### src/rtl/alu_pkg.sv
// Shared opcodes, FSM states and helpers for the multi-cycle ALU.
package alu_pkg;

  localparam logic [2:0] OP_FWD   = 3'b000;
  localparam logic [2:0] OP_ADD   = 3'b001;
  localparam logic [2:0] OP_AND   = 3'b010;
  localparam logic [2:0] OP_OR    = 3'b011;
  localparam logic [2:0] OP_MUL   = 3'b100;
  localparam logic [2:0] OP_SHIFT = 3'b101;
  localparam logic [2:0] OP_SRA   = 3'b110;
  localparam logic [2:0] OP_ROR   = 3'b111;

  typedef enum logic [1:0] {
    IDLE  = 2'd0,
    MUL   = 2'd1,
    SHIFT = 2'd2
  } state_t;

  typedef enum logic [2:0] {
    IM_MUL = 3'd0,
    IM_SHL = 3'd1,
    IM_SHR = 3'd2,
    IM_SRA = 3'd3,
    IM_ROR = 3'd4
  } iter_mode_t;

  // Step counter must hold the value WIDTH itself (clamped shift count).
  function automatic int shamt_width(input int width);
    return $clog2(width) + 1;
  endfunction

endpackage

### src/rtl/alu_iter_unit.sv
// Iterative datapath: one shift-add multiply step or one single-bit shift per cycle.
module alu_iter_unit
  import alu_pkg::*;
#(
  parameter int WIDTH = 8,
  parameter int SHW   = shamt_width(WIDTH)
) (
  input  logic               i_clk,
  input  logic               i_reset,
  input  logic               i_load,
  input  logic               i_step,
  input  iter_mode_t         i_mode,
  input  logic [SHW-1:0]     i_count,
  input  logic [WIDTH-1:0]   i_opa,
  input  logic [WIDTH-1:0]   i_opb,
  output logic [2*WIDTH-1:0] o_next,
  output logic               o_last
);

  localparam logic [SHW-1:0] CNT_ZERO = {SHW{1'b0}};
  localparam logic [SHW-1:0] CNT_ONE  = {{(SHW-1){1'b0}}, 1'b1};

  iter_mode_t         r_mode;
  logic [SHW-1:0]     r_cnt;
  logic [2*WIDTH-1:0] r_acc;
  logic [2*WIDTH-1:0] r_mcand;
  logic [WIDTH-1:0]   r_mplier;
  logic [2*WIDTH-1:0] w_addend;
  logic [2*WIDTH-1:0] w_next;
  logic               w_last;

  assign w_last = (r_cnt == CNT_ONE);

  // The multiplier's sign bit carries weight -2^(WIDTH-1), so the final step subtracts.
  always_comb begin
    w_next   = r_acc;
    w_addend = r_mplier[0] ? r_mcand : {(2*WIDTH){1'b0}};
    case (r_mode)
      IM_MUL: begin
        if (w_last) begin
          w_next = r_acc - w_addend;
        end else begin
          w_next = r_acc + w_addend;
        end
      end
      IM_SHL:  w_next = {{WIDTH{1'b0}}, r_acc[WIDTH-2:0], 1'b0};
      IM_SHR:  w_next = {{WIDTH{1'b0}}, 1'b0, r_acc[WIDTH-1:1]};
      IM_SRA:  w_next = {{WIDTH{1'b0}}, r_acc[WIDTH-1], r_acc[WIDTH-1:1]};
      IM_ROR:  w_next = {{WIDTH{1'b0}}, r_acc[0], r_acc[WIDTH-1:1]};
      default: w_next = r_acc;
    endcase
  end

  always_ff @(posedge i_clk or posedge i_reset) begin
    if (i_reset) begin
      r_mode   <= IM_MUL;
      r_cnt    <= CNT_ZERO;
      r_acc    <= {(2*WIDTH){1'b0}};
      r_mcand  <= {(2*WIDTH){1'b0}};
      r_mplier <= {WIDTH{1'b0}};
    end else if (i_load) begin
      r_mode   <= i_mode;
      r_cnt    <= i_count;
      r_mcand  <= {{WIDTH{i_opa[WIDTH-1]}}, i_opa};
      r_mplier <= i_opb;
      r_acc    <= (i_mode == IM_MUL) ? {(2*WIDTH){1'b0}} : {{WIDTH{1'b0}}, i_opa};
    end else if (i_step && (r_cnt != CNT_ZERO)) begin
      r_acc    <= w_next;
      r_mcand  <= {r_mcand[2*WIDTH-2:0], 1'b0};
      r_mplier <= {1'b0, r_mplier[WIDTH-1:1]};
      r_cnt    <= r_cnt - CNT_ONE;
    end
  end

  assign o_next = w_next;
  assign o_last = w_last;

endmodule

### src/rtl/alu_multicycle.sv
// Registered multi-cycle ALU with START/BUSY/DONE handshake; long ops run in alu_iter_unit.
module alu_multicycle
  import alu_pkg::*;
#(
  parameter int WIDTH = 8
) (
  input  logic             i_clk,
  input  logic             i_reset,
  input  logic             i_start,
  input  logic [WIDTH-1:0] i_data1,
  input  logic [WIDTH-1:0] i_data2,
  input  logic [2:0]       i_select,
  output logic             o_busy,
  output logic             o_done,
  output logic [WIDTH-1:0] o_result,
  output logic             o_zero,
  output logic             o_ovf
);

  localparam int               SHW   = shamt_width(WIDTH);
  localparam int               LOG2W = $clog2(WIDTH);
  localparam logic [WIDTH-1:0] W_VEC = WIDTH'(WIDTH);
  localparam logic [SHW-1:0]   K_MAX = SHW'(WIDTH);

  state_t             r_state;
  logic               r_busy;
  logic               r_done;
  logic [WIDTH-1:0]   r_result;
  logic               r_zero;
  logic               r_ovf;

  logic [WIDTH-1:0]   w_sum;
  logic [WIDTH-1:0]   w_amt_shift;
  logic [WIDTH-1:0]   w_single;
  logic               w_single_ovf;
  logic               w_iter;
  iter_mode_t         w_mode;
  logic [SHW-1:0]     w_count;
  logic               w_load;
  logic               w_step;
  logic [2*WIDTH-1:0] w_next;
  logic               w_last;
  logic               w_mul_ovf;

  assign w_sum       = i_data1 + i_data2;
  assign w_amt_shift = {1'b0, i_data2[WIDTH-2:0]};

  // Decode: single-cycle result, or the mode and step count for the iterative unit.
  // A zero-length shift is finished at accept time, so its result is DATA1.
  always_comb begin
    w_single     = {WIDTH{1'b0}};
    w_single_ovf = 1'b0;
    w_iter       = 1'b0;
    w_mode       = IM_MUL;
    w_count      = {SHW{1'b0}};
    case (i_select)
      OP_FWD: w_single = i_data2;
      OP_ADD: begin
        w_single     = w_sum;
        w_single_ovf = (i_data1[WIDTH-1] == i_data2[WIDTH-1]) && (w_sum[WIDTH-1] != i_data1[WIDTH-1]);
      end
      OP_AND: w_single = i_data1 & i_data2;
      OP_OR:  w_single = i_data1 | i_data2;
      OP_MUL: begin
        w_iter  = 1'b1;
        w_mode  = IM_MUL;
        w_count = K_MAX;
      end
      OP_SHIFT: begin
        w_single = i_data1;
        w_mode   = i_data2[WIDTH-1] ? IM_SHR : IM_SHL;
        if (w_amt_shift >= W_VEC) begin
          w_count = K_MAX;
        end else begin
          w_count = w_amt_shift[SHW-1:0];
        end
        w_iter = (w_count != {SHW{1'b0}});
      end
      OP_SRA: begin
        w_single = i_data1;
        w_mode   = IM_SRA;
        if (i_data2 >= W_VEC) begin
          w_count = K_MAX;
        end else begin
          w_count = i_data2[SHW-1:0];
        end
        w_iter = (w_count != {SHW{1'b0}});
      end
      OP_ROR: begin
        w_single = i_data1;
        w_mode   = IM_ROR;
        w_count  = {1'b0, i_data2[LOG2W-1:0]};
        w_iter   = (w_count != {SHW{1'b0}});
      end
      default: w_single = {WIDTH{1'b0}};
    endcase
  end

  assign w_load    = (r_state == IDLE) && i_start && w_iter;
  assign w_step    = (r_state != IDLE);
  assign w_mul_ovf = (w_next[2*WIDTH-1:WIDTH] != {WIDTH{w_next[WIDTH-1]}});

  alu_iter_unit #(
    .WIDTH (WIDTH),
    .SHW   (SHW)
  ) u_iter (
    .i_clk   (i_clk),
    .i_reset (i_reset),
    .i_load  (w_load),
    .i_step  (w_step),
    .i_mode  (w_mode),
    .i_count (w_count),
    .i_opa   (i_data1),
    .i_opb   (i_data2),
    .o_next  (w_next),
    .o_last  (w_last)
  );

  // Control FSM; the last iterative step writes the outputs and returns to IDLE on the same edge.
  always_ff @(posedge i_clk or posedge i_reset) begin
    if (i_reset) begin
      r_state  <= IDLE;
      r_busy   <= 1'b0;
      r_done   <= 1'b0;
      r_result <= {WIDTH{1'b0}};
      r_zero   <= 1'b1;
      r_ovf    <= 1'b0;
    end else begin
      r_done <= 1'b0;
      case (r_state)
        IDLE: begin
          if (i_start) begin
            if (w_iter) begin
              r_state <= (i_select == OP_MUL) ? MUL : SHIFT;
              r_busy  <= 1'b1;
            end else begin
              r_result <= w_single;
              r_zero   <= (w_single == {WIDTH{1'b0}});
              r_ovf    <= w_single_ovf;
              r_done   <= 1'b1;
            end
          end
        end
        MUL: begin
          if (w_last) begin
            r_result <= w_next[WIDTH-1:0];
            r_zero   <= (w_next[WIDTH-1:0] == {WIDTH{1'b0}});
            r_ovf    <= w_mul_ovf;
            r_done   <= 1'b1;
            r_state  <= IDLE;
            r_busy   <= 1'b0;
          end
        end
        SHIFT: begin
          if (w_last) begin
            r_result <= w_next[WIDTH-1:0];
            r_zero   <= (w_next[WIDTH-1:0] == {WIDTH{1'b0}});
            r_ovf    <= 1'b0;
            r_done   <= 1'b1;
            r_state  <= IDLE;
            r_busy   <= 1'b0;
          end
        end
        default: begin
          r_state <= IDLE;
          r_busy  <= 1'b0;
        end
      endcase
    end
  end

  assign o_busy   = r_busy;
  assign o_done   = r_done;
  assign o_result = r_result;
  assign o_zero   = r_zero;
  assign o_ovf    = r_ovf;

endmodule

### config.mk
export PLATFORM = sky130hd
export DESIGN_NAME = alu_multicycle
export DESIGN_NICKNAME = d
export VERILOG_FILES = /design/src/rtl/alu_pkg.sv /design/src/rtl/alu_iter_unit.sv /design/src/rtl/alu_multicycle.sv
export SDC_FILE = /design/constraint.sdc
export NUM_CORES = 1
export LEC_CHECK = 0
export BUFFER_PORTS_ARGS = -buffer_cell sky130_fd_sc_hd__buf_2
export CAP_MARGIN = 20
export CORE_ASPECT_RATIO = 0.6
export CORE_UTILIZATION = 65
export DETAILED_ROUTE_END_ITERATION = 6
export HOLD_SLACK_MARGIN = 0.12
export PLACE_DENSITY = 0.87
export REMOVE_ABC_BUFFERS = 1
export SYNTH_ARGS = -nofsm -noshare
export SYNTH_HDL_FRONTEND = slang
export SYNTH_SLANG_ARGS = --single-unit
### constraint.sdc
create_clock -name i_clk -period 5.8 [get_ports i_clk]
set_input_delay 0.87 -clock i_clk [delete_from_list [all_inputs] [get_ports i_clk]]
set_output_delay 0.87 -clock i_clk [all_outputs]
set_load 0.01 [all_outputs]
==> summary.txt, run 1 <==
Flow run
  • # Max-Cap Violations: 0

Clock network
  • Post-CTS setup buffers: 0
  • TritonCTS clock tree: built
  • Clk sinks: 61
  • Clk root buf: clkbuf_16
  • Clock Latency Late Sink: 340 ps
  • H-tree levels: 3
  • Cts hold-fix bufs: 0
  • Worst-path clk slew: 60 ps
  • Number of CTS-inserted buffers: 9
  • PostCTS Resize Cnt: 0
  • Deepest clock path buffer count: 2

Cells and area
  • Layout cells sized above 1: 12.2%
  • Area growth syn-to-layout: 8.68%
  • Layout Nets: 744
  • ANT cells: 0
  • Post-Layout Inst Area: 5840 µm²

Critical path
  • CP startpoint: u_iter.r_cnt[2]$_DFFE_PP0P_
  • Setup crit end kind: flop
  • R2R Path Start: u_iter.r_cnt[2]$_DFFE_PP0P_
  • Reg2Reg Setup Slack: 1400 ps
  • Crit-path max FO: 9
  • CP arrival: 4630 ps
  • CP endpoint: o_ovf$_DFFE_PP0P_
  • Crit path kind: flop to flop
  • Worst reg2reg path endpoint: o_ovf$_DFFE_PP0P_
  • Critical Path RT: 6020 ps
  • Startpoint Class: flop
  • Cell count of the worst reg-to-reg path: 14

Placement
  • I/O Buffers: 33
  • RePlAce Congestion: 0.967
  • Placement Cell Area: 5530 µm²
  • DP Wirelength: 11.6 mm
  • Pre-CTS WS: 1560 ps

Floorplan
  • Row Count: 25
  • Initial Util: 67.7%
  • Die ar.: 8650 µm²
  • Std-Cell Core Area: 7950 µm²
  • Die height: 72.4 µm
  • Die width: 119 µm
  • # IOs: 34

Logic synthesis
  • Register area share after synthesis: 28.4%
  • Synth warn: 0
  • Ys async rst share: 100%
  • #FFs+latches synth: 61
  • Post-synth cell types: 81
  • Synth Cell Area: 5380 µm²
  • Synth Area per Inst: 8.03 µm²
  • EDFF count, synth: 0
  • Ys flop type: dfrtp_1
  • Post-Syn Instances: 669

Status
  • Outcome: completed

Pwr
  • Worst VDD drop: 514 µV
  • Total power: 4.17 mW
  • Static Leakage: 2.66 nW
  • Pwr/cell area: 713 nW/µm²

STA
  • Final count of negative-setup-slack endpoints: 0
  • Hold Fails Final Rpt: 0
  • RSZ-0062 raised after global routing: no
  • Worst Clk Skew: 7.11 ps
  • Setup TNS: 0 ps
  • Rel. slew slack: 30.6%
  • Peak Freq: 227 MHz
  • Worst-margin pin slew: 1040 ps
  • Max-slew violation count: 0
  • Tcrit/Tclk final: 75.9%
  • Worst setup margin: 1400 ps
  • Period minus WS final: 4400 ps

Route
  • Remaining antenna violation count after routing: 0
  • WL final: 16.1 mm
  • DRC viols: 0
  • 1st-iter DRT viols: 871
  • Vias: 5534
  • Drt pass-1 iters: 6
  • Routed WL per cell: 20.3 µm
  • Post-DR vias/cell: 6.96

GRT
  • Grt total ovfl: 0
  • Largest net degree at the start of global routing: 35
  • Initial antenna violation count: 0
  • Global-route wire length before repair: 25.8 mm
  • Vias in the first global route: 4954
  • Total track usage: 38.8%

Min path
  • Hold Path Class: flop to flop
[cells by family (layout without fill, tap and decap cells)]
| family | after synthesis | after routing | share of synthesized area [%] |
|---|---|---|---|
| simple gates | 235 | 235 | 21.1 |
| fa+ha+maj | 40 | 40 | 9.59 |
| compound gates | 223 | 223 | 27.9 |
| mux | 15 | 15 | 3.19 |
| xor+xnor | 23 | 23 | 3.89 |
| buf+inv | 72 | 90 | 5.91 |
| flops | 61 | 61 | 28.4 |
[cell type report]
cell class / instances / area, µm²
multi-input cells: 536 / 3530
fillers: 598 / 2100
flip-flops and latches: 61 / 1530
clock buffers: 10 / 239
repair buffers: 39 / 214
well taps: 108 / 135
inverters: 35 / 131
clock inverters: 6 / 61.3
[worst max-delay path, stage by stage, from the launching register on]
cell and delay, ps:
dfrtp_1 440, nor2_1 290, nand2_1 270, o21ai_0 700
inv_1 100, ha_1 290, nor2b_1 150, o31ai_1 360
a21oi_1 240, xnor2_1 180, o22ai_1 580, o221ai_1 250
nor3_1 170, and4_1 210, o21ai_1 60
[power by group]
part           internal, mW  switching, mW  total, mW
clock                 0.343          0.209      0.552
combinational          1.08           1.63       2.72
sequential            0.619          0.281      0.900
total                  2.04           2.12       4.17
[layer usage]
| metal | vias to the layer above | wire length (µm) | share of wire [%] | GRT usage [%] |
|---|---|---|---|---|
| li1 | 2470 | - | - | - |
| met4 | 0 | 352 | 2.2 | 13.9 |
| met2 | 407 | 6650 | 41 | 54.8 |
| met1 | 2610 | 6890 | 43 | 54.8 |
| met5 | - | 0 | 0 | 0 |
| met3 | 47 | 2220 | 14 | 13.5 |
[registers in the layout, indices dropped and copies added (netlist names)]
signal,count
o_result,8
u_iter.r_acc,16
u_iter.r_mode,3
o_ovf,1
u_iter.r_mplier,8
o_done,1
u_iter.r_mcand,16
r_state,2
o_busy,1
u_iter.r_cnt,4
o_zero,1
[synth_stat cells (4+ instances only)]
cell      instances  area [µm²]
a211oi_1          7        52.6
a21o_1           11        82.6
a21oi_1          52         260
a221o_1          11         110
a22o_1            4        35.0
a22oi_1          16         120
a31oi_1          13        81.3
clkbuf_1         25        93.8
dfrtp_1          60        1500
ha_1             38         475
inv_1            35         131
mux2_2            7        78.8
mux2i_1           7        70.1
nand2_1          89         334
nand3_1          24         120
nor2_1           52         195
nor2b_1           9        56.3
nor3_1           16        80.1
o211ai_1         10        75.1
o21a_1            8        60.1
o21ai_0          49         245
o21ai_1           4        20.0
o221ai_1          4        35.0
o31ai_1           5        37.5
or3_1             4        25.0
xnor2_1           9        78.8
xor2_1           13         114
[placed cells by master (no fill, tap or decap), types with 3 or more instances in the layout]
master	netlist	layout
buf_4	0	5
a21o_1	11	11
nand2_1	89	89
a21oi_1	52	51
o221ai_1	4	4
ha_1	38	38
o21ai_0	49	49
o21ai_1	4	4
o21a_1	8	8
nor2b_1	9	9
a22o_1	4	4
buf_2	3	33
inv_1	35	34
clkbuf_16	0	9
nand4_1	3	3
o211ai_1	10	10
o22ai_1	3	3
xor2_1	13	13
and3_1	3	3
o31ai_1	5	5
a31oi_1	13	13
xnor2_1	9	9
mux2i_1	7	7
mux2_2	7	7
a22oi_1	16	16
nand3_1	24	24
dfrtp_1	60	60
a221o_1	11	11
o21bai_1	3	3
nor2_1	52	52
a211oi_1	7	7
clkinv_2	0	3
nor4_1	3	3
nor3_1	16	16
or3_1	4	4
[worst min-delay path by stage]
stage                                         startpoint                              to  slack, ps  cells past startpoint
final                     u_iter.r_mplier[4]$_DFFE_PP0P_  u_iter.r_mplier[4]$_DFFE_PP0P_        480                      2
after global routing      u_iter.r_mplier[4]$_DFFE_PP0P_  u_iter.r_mplier[4]$_DFFE_PP0P_        500                      2
after CTS                 u_iter.r_mplier[4]$_DFFE_PP0P_  u_iter.r_mplier[4]$_DFFE_PP0P_        480                      2
after detailed placement  u_iter.r_mplier[2]$_DFFE_PP0P_  u_iter.r_mplier[2]$_DFFE_PP0P_        460                      2
after global placement    u_iter.r_mplier[5]$_DFFE_PP0P_  u_iter.r_mplier[5]$_DFFE_PP0P_        460                      2
after floorplan           u_iter.r_mplier[1]$_DFFE_PP0P_  u_iter.r_mplier[1]$_DFFE_PP0P_        450                      2
[stage by stage]
step / utilization, % / hold slack (ps) / cells
CTS: 73.4 / 482 / 794
finish: 73.5 / 479 / 795
floorplan: - / 447 / 632
detailed placement: 69.6 / 465 / 778
global route: 73.5 / 499 / 795
global placement: 69.6 / 459 / 778
Note: power is estimated with default switching activity, not from simulation.
==> inputs of run 2 (changes only) <==
- CORE_UTILIZATION: 65 -> 56
- PLACE_DENSITY: 0.87 -> 0.79
- clock period: 5.8 -> 3.7 ns (I/O delays scaled with it)
==> run 2 against run 1 <==
The flow now finishes with violations (negative setup slack); setup slack lost 1500 ps; first-iteration DRC count down 27%; via count is 3.8% higher; maximum frequency up 15%; routed wire length grew 7.2%; combinational power increased by 100%; critical endpoint unchanged.
==> summary.txt, run 2 (synthesized netlist as in run 1, its figures left out) <==
Placement
  • I/O Buffers: 33
  • DP Wirelength: 12.5 mm
  • RePlAce Congestion: 0.993

STA
  • Rel. slew slack: 33.1%
  • Worst Clk Skew: 6.00 ps
  • Worst-margin pin slew: 1000 ps
  • Final count of negative-setup-slack endpoints: 1
  • Max-slew violation count: 0
  • RSZ-0062 raised after global routing: yes
  • Peak Freq: 261 MHz
  • Tcrit/Tclk final: 103%
  • Worst setup margin: -128 ps
  • Period minus WS final: 3830 ps
  • Hold Fails Final Rpt: 0
  • Setup TNS: -128 ps

GRT
  • Largest net degree at the start of global routing: 48
  • Initial antenna violation count: 0
  • Vias in the first global route: 5177
  • Global-route wire length before repair: 26.6 mm
  • Total track usage: 34.5%
  • Grt total ovfl: 0

Status
  • Failing checks: negative setup slack
  • Outcome: complete, but fails checks

Cells and area
  • Area growth syn-to-layout: 21.3%
  • Layout cells sized above 1: 22.8%
  • Final Util: 70.4%
  • Most common library cell in the layout ignoring fill and taps: nand2_1
  • ANT cells: 0
  • Biggest regs: u_iter.r_acc (16), u_iter.r_mcand (16)
  • Layout Nets: 810
  • # fillers: 722
  • Highest-count cells in the layout ignoring fill and taps: nand2_1 (88), buf_4 (69), dfrtp_1 (60), nor2_1 (51), a21oi_1 (47)

Route
  • DRC viols: 0
  • Drt pass-1 iters: 5
  • WL final: 17.3 mm
  • Remaining antenna violation count after routing: 0
  • 1st-iter DRT viols: 633
  • Routed WL per cell: 19.6 µm
  • Vias: 5743
  • Post-DR vias/cell: 6.50

Clock network
  • TritonCTS clock tree: built
  • Number of CTS-inserted buffers: 9
  • H-tree levels: 3
  • Deepest clock path buffer count: 2
  • Clk root buf: clkbuf_16
  • Clk sinks: 61
  • Clock Latency Late Sink: 330 ps
  • Worst-path clk slew: 60 ps

Critical path
  • Setup crit end kind: flop
  • Crit-path max FO: 3
  • Worst reg2reg path endpoint: o_ovf$_DFFE_PP0P_
  • Crit path kind: flop to flop
  • R2R Path Start: u_iter.r_mcand[4]$_DFFE_PP0P_
  • Critical Path RT: 3960 ps
  • Startpoint Class: flop
  • Cell count of the worst reg-to-reg path: 16
  • CP arrival: 4090 ps
  • Reg2Reg Setup Slack: -130 ps

Flow run
  • # Max-Cap Violations: 0

Floorplan
  • Row Count: 27
  • Die ar.: 10000 µm²
  • Std-Cell Core Area: 9260 µm²
  • Initial Util: 58.1%
  • Die width: 128 µm
  • Die height: 77.9 µm
  • # IOs: 34

Pwr
  • Static Leakage: 3.00 nW
  • Pwr/cell area: 1180 nW/µm²
  • Worst VDD drop: 760 µV

Min path
  • Hold Path Class: input pin to async pin
[run 2: cell types whose count changed in the layout (fill, tap and decap cells not counted), sizes merged]
cell    delta
buf       +66
bufinv     +1
inv        -1
[run 2: metal layers]
metal	share of wire, %	GRT usage [%]
met5	0	0
met2	42	47.6
met1	44	50.2
met3	13	11.8
met4	1.6	9.88
[run 2: worst max path at each step]
| stage | from | end | slack [ps] |
|---|---|---|---|
| 4_1_cts | u_iter.r_cnt[0]$_DFFE_PP0P_ | o_ovf$_DFFE_PP0P_ | -90 |
| 3_3_place_gp | u_iter.r_cnt[1]$_DFFE_PP0P_ | o_ovf$_DFFE_PP0P_ | -60 |
| 6_report | u_iter.r_mcand[4]$_DFFE_PP0P_ | o_ovf$_DFFE_PP0P_ | -130 |
| 5_1_grt | u_iter.r_cnt[1]$_DFFE_PP0P_ | o_ovf$_DFFE_PP0P_ | -260 |
| 2_1_floorplan | u_iter.r_mcand[4]$_DFFE_PP0P_ | o_ovf$_DFFE_PP0P_ | -170 |
| 3_5_place_dp | u_iter.r_mcand[4]$_DFFE_PP0P_ | o_ovf$_DFFE_PP0P_ | -120 |
[run 2: what timing repair did]
item                                    in CTS  in global routing
endpoints found under the setup margin       1                  4
hold buffers                                 0                  0
buffers inserted                             0                  1
pin swaps                                    1                  5
gates cloned                                 0                  1
gates resized for setup                      9                 22
[run 2: report_power, final]
part           leakage [nW]  switching (mW)  internal (mW)
combinational          2.08            2.93           2.53
sequential            0.764           0.377          0.971
clock                 0.158           0.313          0.606
[run 2: area by class of cell]
type,instances,area [µm²],area share (%)
clock buffer,10,239,3.67
clock inverter,6,86.3,1.32
inverter,35,131,2.01
multi-input combinational,536,3650,56.0
sequential,61,1530,23.4
tap,130,163,2.49
timing repair buffer,105,719,11.0
[run 2: stage by stage]
step           instances  total power [mW]  setup slack [ps]  hold slack, ps  cell area, µm²
6_report             883              7.72              -128             167            6520
5_1_grt              883              8.21              -259             185            6520
4_1_cts              880              7.38             -87.4             480            6390
3_5_place_dp         864              6.32              -124             468            6040
3_3_place_gp         864              6.15             -61.3             459            6040
2_1_floorplan        632              4.33              -169             447            5190
[run 2: worst max-delay path: stages (launching register included)]
cell and delay, ps:
dfrtp_1 390, or4_4 570, nor4_4 200, o21ai_2 90
o21ai_1 120, nand2_1 60, o21ai_0 80, a22oi_1 120
ha_1 320, and4_1 200, and3_1 180, a211o_1 300
and2_1 170, or3_4 390, a32o_2 270, and4_1 190
o21ai_1 110
==> inputs of run 3 (changes only) <==
- RECOVER_POWER: default -> 50
==> run 3 against run 2 <==
The flow finishes with violations (max-capacitance violations, max-slew violations, negative setup slack); via count up 0.17%; non-clock buffer count unchanged; sequential share of layout area up 0.095 points; clock-buffer cell count unchanged; first-iteration DRC count down 0.32%; clock skew down 0.53 ps; routed wire length down 0.34%; die area unchanged; clock power down 0.4%; hold slack better by 67 ps; utilization down 0.28 points; global-route usage unchanged; highest routed layer unchanged.
==> summary.txt, run 3 (synthesized netlist as in run 1, its figures left out) <==
Placement
  • RePlAce Congestion: 0.993
  • Placement Cell Area: 6040 µm²
  • I/O Buffers: 33
  • DP Wirelength: 12.5 mm
  • Placed Cells: 864

Clock network
  • Number of CTS-inserted buffers: 9
  • Clock Latency Late Sink: 330 ps
  • Clk root buf: clkbuf_16
  • H-tree levels: 3
  • TritonCTS clock tree: built
  • Clk sinks: 61
  • Deepest clock path buffer count: 2
  • Cts hold-fix bufs: 0
  • Worst-path clk slew: 50 ps

STA
  • Peak Freq: 261 MHz
  • Worst setup margin: -132 ps
  • Max-slew violation count: 35
  • Hold Fails Final Rpt: 0
  • Period minus WS final: 3830 ps
  • Tcrit/Tclk final: 104%
  • Worst-margin pin slew: 1950 ps
  • Final count of negative-setup-slack endpoints: 1
  • Worst Clk Skew: 5.48 ps
  • RSZ-0062 raised after global routing: yes
  • Rel. slew slack: -30.0%

Pwr
  • Worst VDD drop: 758 µV
  • Pwr/cell area: 1190 nW/µm²
  • Static Leakage: 2.98 nW
  • Total power: 7.71 mW

Critical path
  • Largest incremental delay on the critical path: 570 ps
  • Startpoint Class: flop
  • Crit path cell chain: or4_4 > nor4_4 > o21ai_2 > o21ai_1 > nand2_1 > o21ai_0 > a22oi_1 > ha_1 > and4_1 > and3_1 > a211o_1 > and2_1 > or3_4 > a32o_2 > and4_1 > o21ai_1
  • Slowest CP cell: or4_4
  • Setup crit end kind: flop
  • Critical Path RT: 3960 ps
  • Delay-heaviest family, CP: simple AND/OR/NAND/NOR gates
  • Crit path kind: flop to flop
  • Crit-path max FO: 3
  • CP arrival: 4090 ps
  • Worst Path Buf+Inv: 0

Cells and area
  • Most common library cell in the layout ignoring fill and taps: nand2_1
  • Highest-count cells in the layout ignoring fill and taps: nand2_1 (88), buf_4 (68), dfrtp_1 (60), nor2_1 (51), a21oi_1 (47)
  • Layout Cells excl Fill: 883
  • Layout Nets: 810
  • Biggest regs: u_iter.r_acc (16), u_iter.r_mcand (16)
  • Layout cells sized above 1: 21.8%
  • Area growth syn-to-layout: 20.8%
  • ANT cells: 0
  • Post-Layout Inst Area: 6490 µm²

Min path
  • Hold Path Class: input pin to async pin

Route
  • Post-DR vias/cell: 6.52
  • DR WL met2: 7.15 mm
  • Vias: 5753
  • Drt pass-1 iters: 5
  • Top Metal Used: met4
  • DRC viols: 0
  • Remaining antenna violation count after routing: 0
  • 1st-iter DRT viols: 631
  • WL met3: 2.29 mm
  • Metal-1 WL: 7.51 mm
  • Routed WL per cell: 19.5 µm
  • WL final: 17.2 mm

Floorplan
  • Die width: 128 µm
  • Die ar.: 10000 µm²
  • Initial Util: 58.1%
  • Row Count: 27
  • Std-Cell Core Area: 9260 µm²
  • # IOs: 34
  • Die height: 77.9 µm

GRT
  • Global-route wire length before repair: 26.6 mm
  • Grt total ovfl: 0
  • Total track usage: 34.5%
  • Largest net degree at the start of global routing: 48
  • Initial antenna violation count: 0
  • Vias in the first global route: 5177

Flow run
  • # Max-Cap Violations: 1

Status
  • Outcome: complete, but fails checks
  • Failing checks: max-capacitance violations, max-slew violations, negative setup slack
-- run 3: changes by cell type in the layout (fill, tap and decap cells not counted) --
| cell | change |
|---|---|
| buf_12 | -1 |
| buf_2 | -5 |
| buf_4 | -1 |
| clkbuf_1 | +7 |
| inv_1 | +1 |
| inv_2 | -1 |
-- run 3: final timing paths --
| kind | slack, ps | start | endpoint | depth (start not counted) |
|---|---|---|---|---|
| worst max-delay path | -130 | u_iter.r_mcand[4]$_DFFE_PP0P_ | o_ovf$_DFFE_PP0P_ | 16 |
| worst min-delay path | 230 | i_reset | u_iter.r_mcand[10]$_DFFE_PP0P_ | 2 |
| worst max register to register | -130 | u_iter.r_mcand[4]$_DFFE_PP0P_ | o_ovf$_DFFE_PP0P_ | 16 |
| worst min register to register | 480 | u_iter.r_mplier[6]$_DFFE_PP0P_ | u_iter.r_mplier[6]$_DFFE_PP0P_ | 2 |
| max in group asynchronous | 1280 | i_reset | o_result[4]$_DFFE_PP0P_ | 3 |
| min in group i_clk | 480 | u_iter.r_mplier[6]$_DFFE_PP0P_ | u_iter.r_mplier[6]$_DFFE_PP0P_ | 2 |
-- run 3: where the power goes --
part           internal [mW]  total [mW]  switching (mW)
registers              0.971        1.35           0.376
logic                   2.52        5.45            2.93
clock network          0.606       0.915           0.309
total                   4.09        7.71            3.62
-- run 3: final cells by class --
class                           instances  area, µm²
Timing Repair Buffer                  105        693
Inverter                               35        131
Clock buffer                           10        239
Tap cell                              130        163
Fill cell                             731       2760
Clock inverter                          6       86.3
Sequential cell                        61       1530
Multi-Input combinational cell        536       3650
-- run 3: timing repair --
| action | in CTS | in global routing |
|---|---|---|
| gates resized for setup | 9 | 22 |
| buffers inserted | 0 | 1 |
| pin swaps | 1 | 5 |
| setup endpoints to repair | 1 | 4 |
| gates cloned | 0 | 1 |
-- run 3: layer usage --
metal	vias up	track usage, %
li1	2597	-
met1	2724	50.2
met2	404	47.6
met3	28	11.8
met4	0	9.88
met5	-	0
-- run 3: per-stage QoR --
step	setup TNS [ps]	hold WS (ps)	worst slack [ps]	utilization (%)
6_report	-132	234	-132	70.2
3_3_place_gp	-61.3	459	-61.3	65.2
3_5_place_dp	-124	468	-124	65.2
2_1_floorplan	-169	447	-169	-
5_1_grt	-275	277	-259	70.2
4_1_cts	-87.4	480	-87.4	69.0
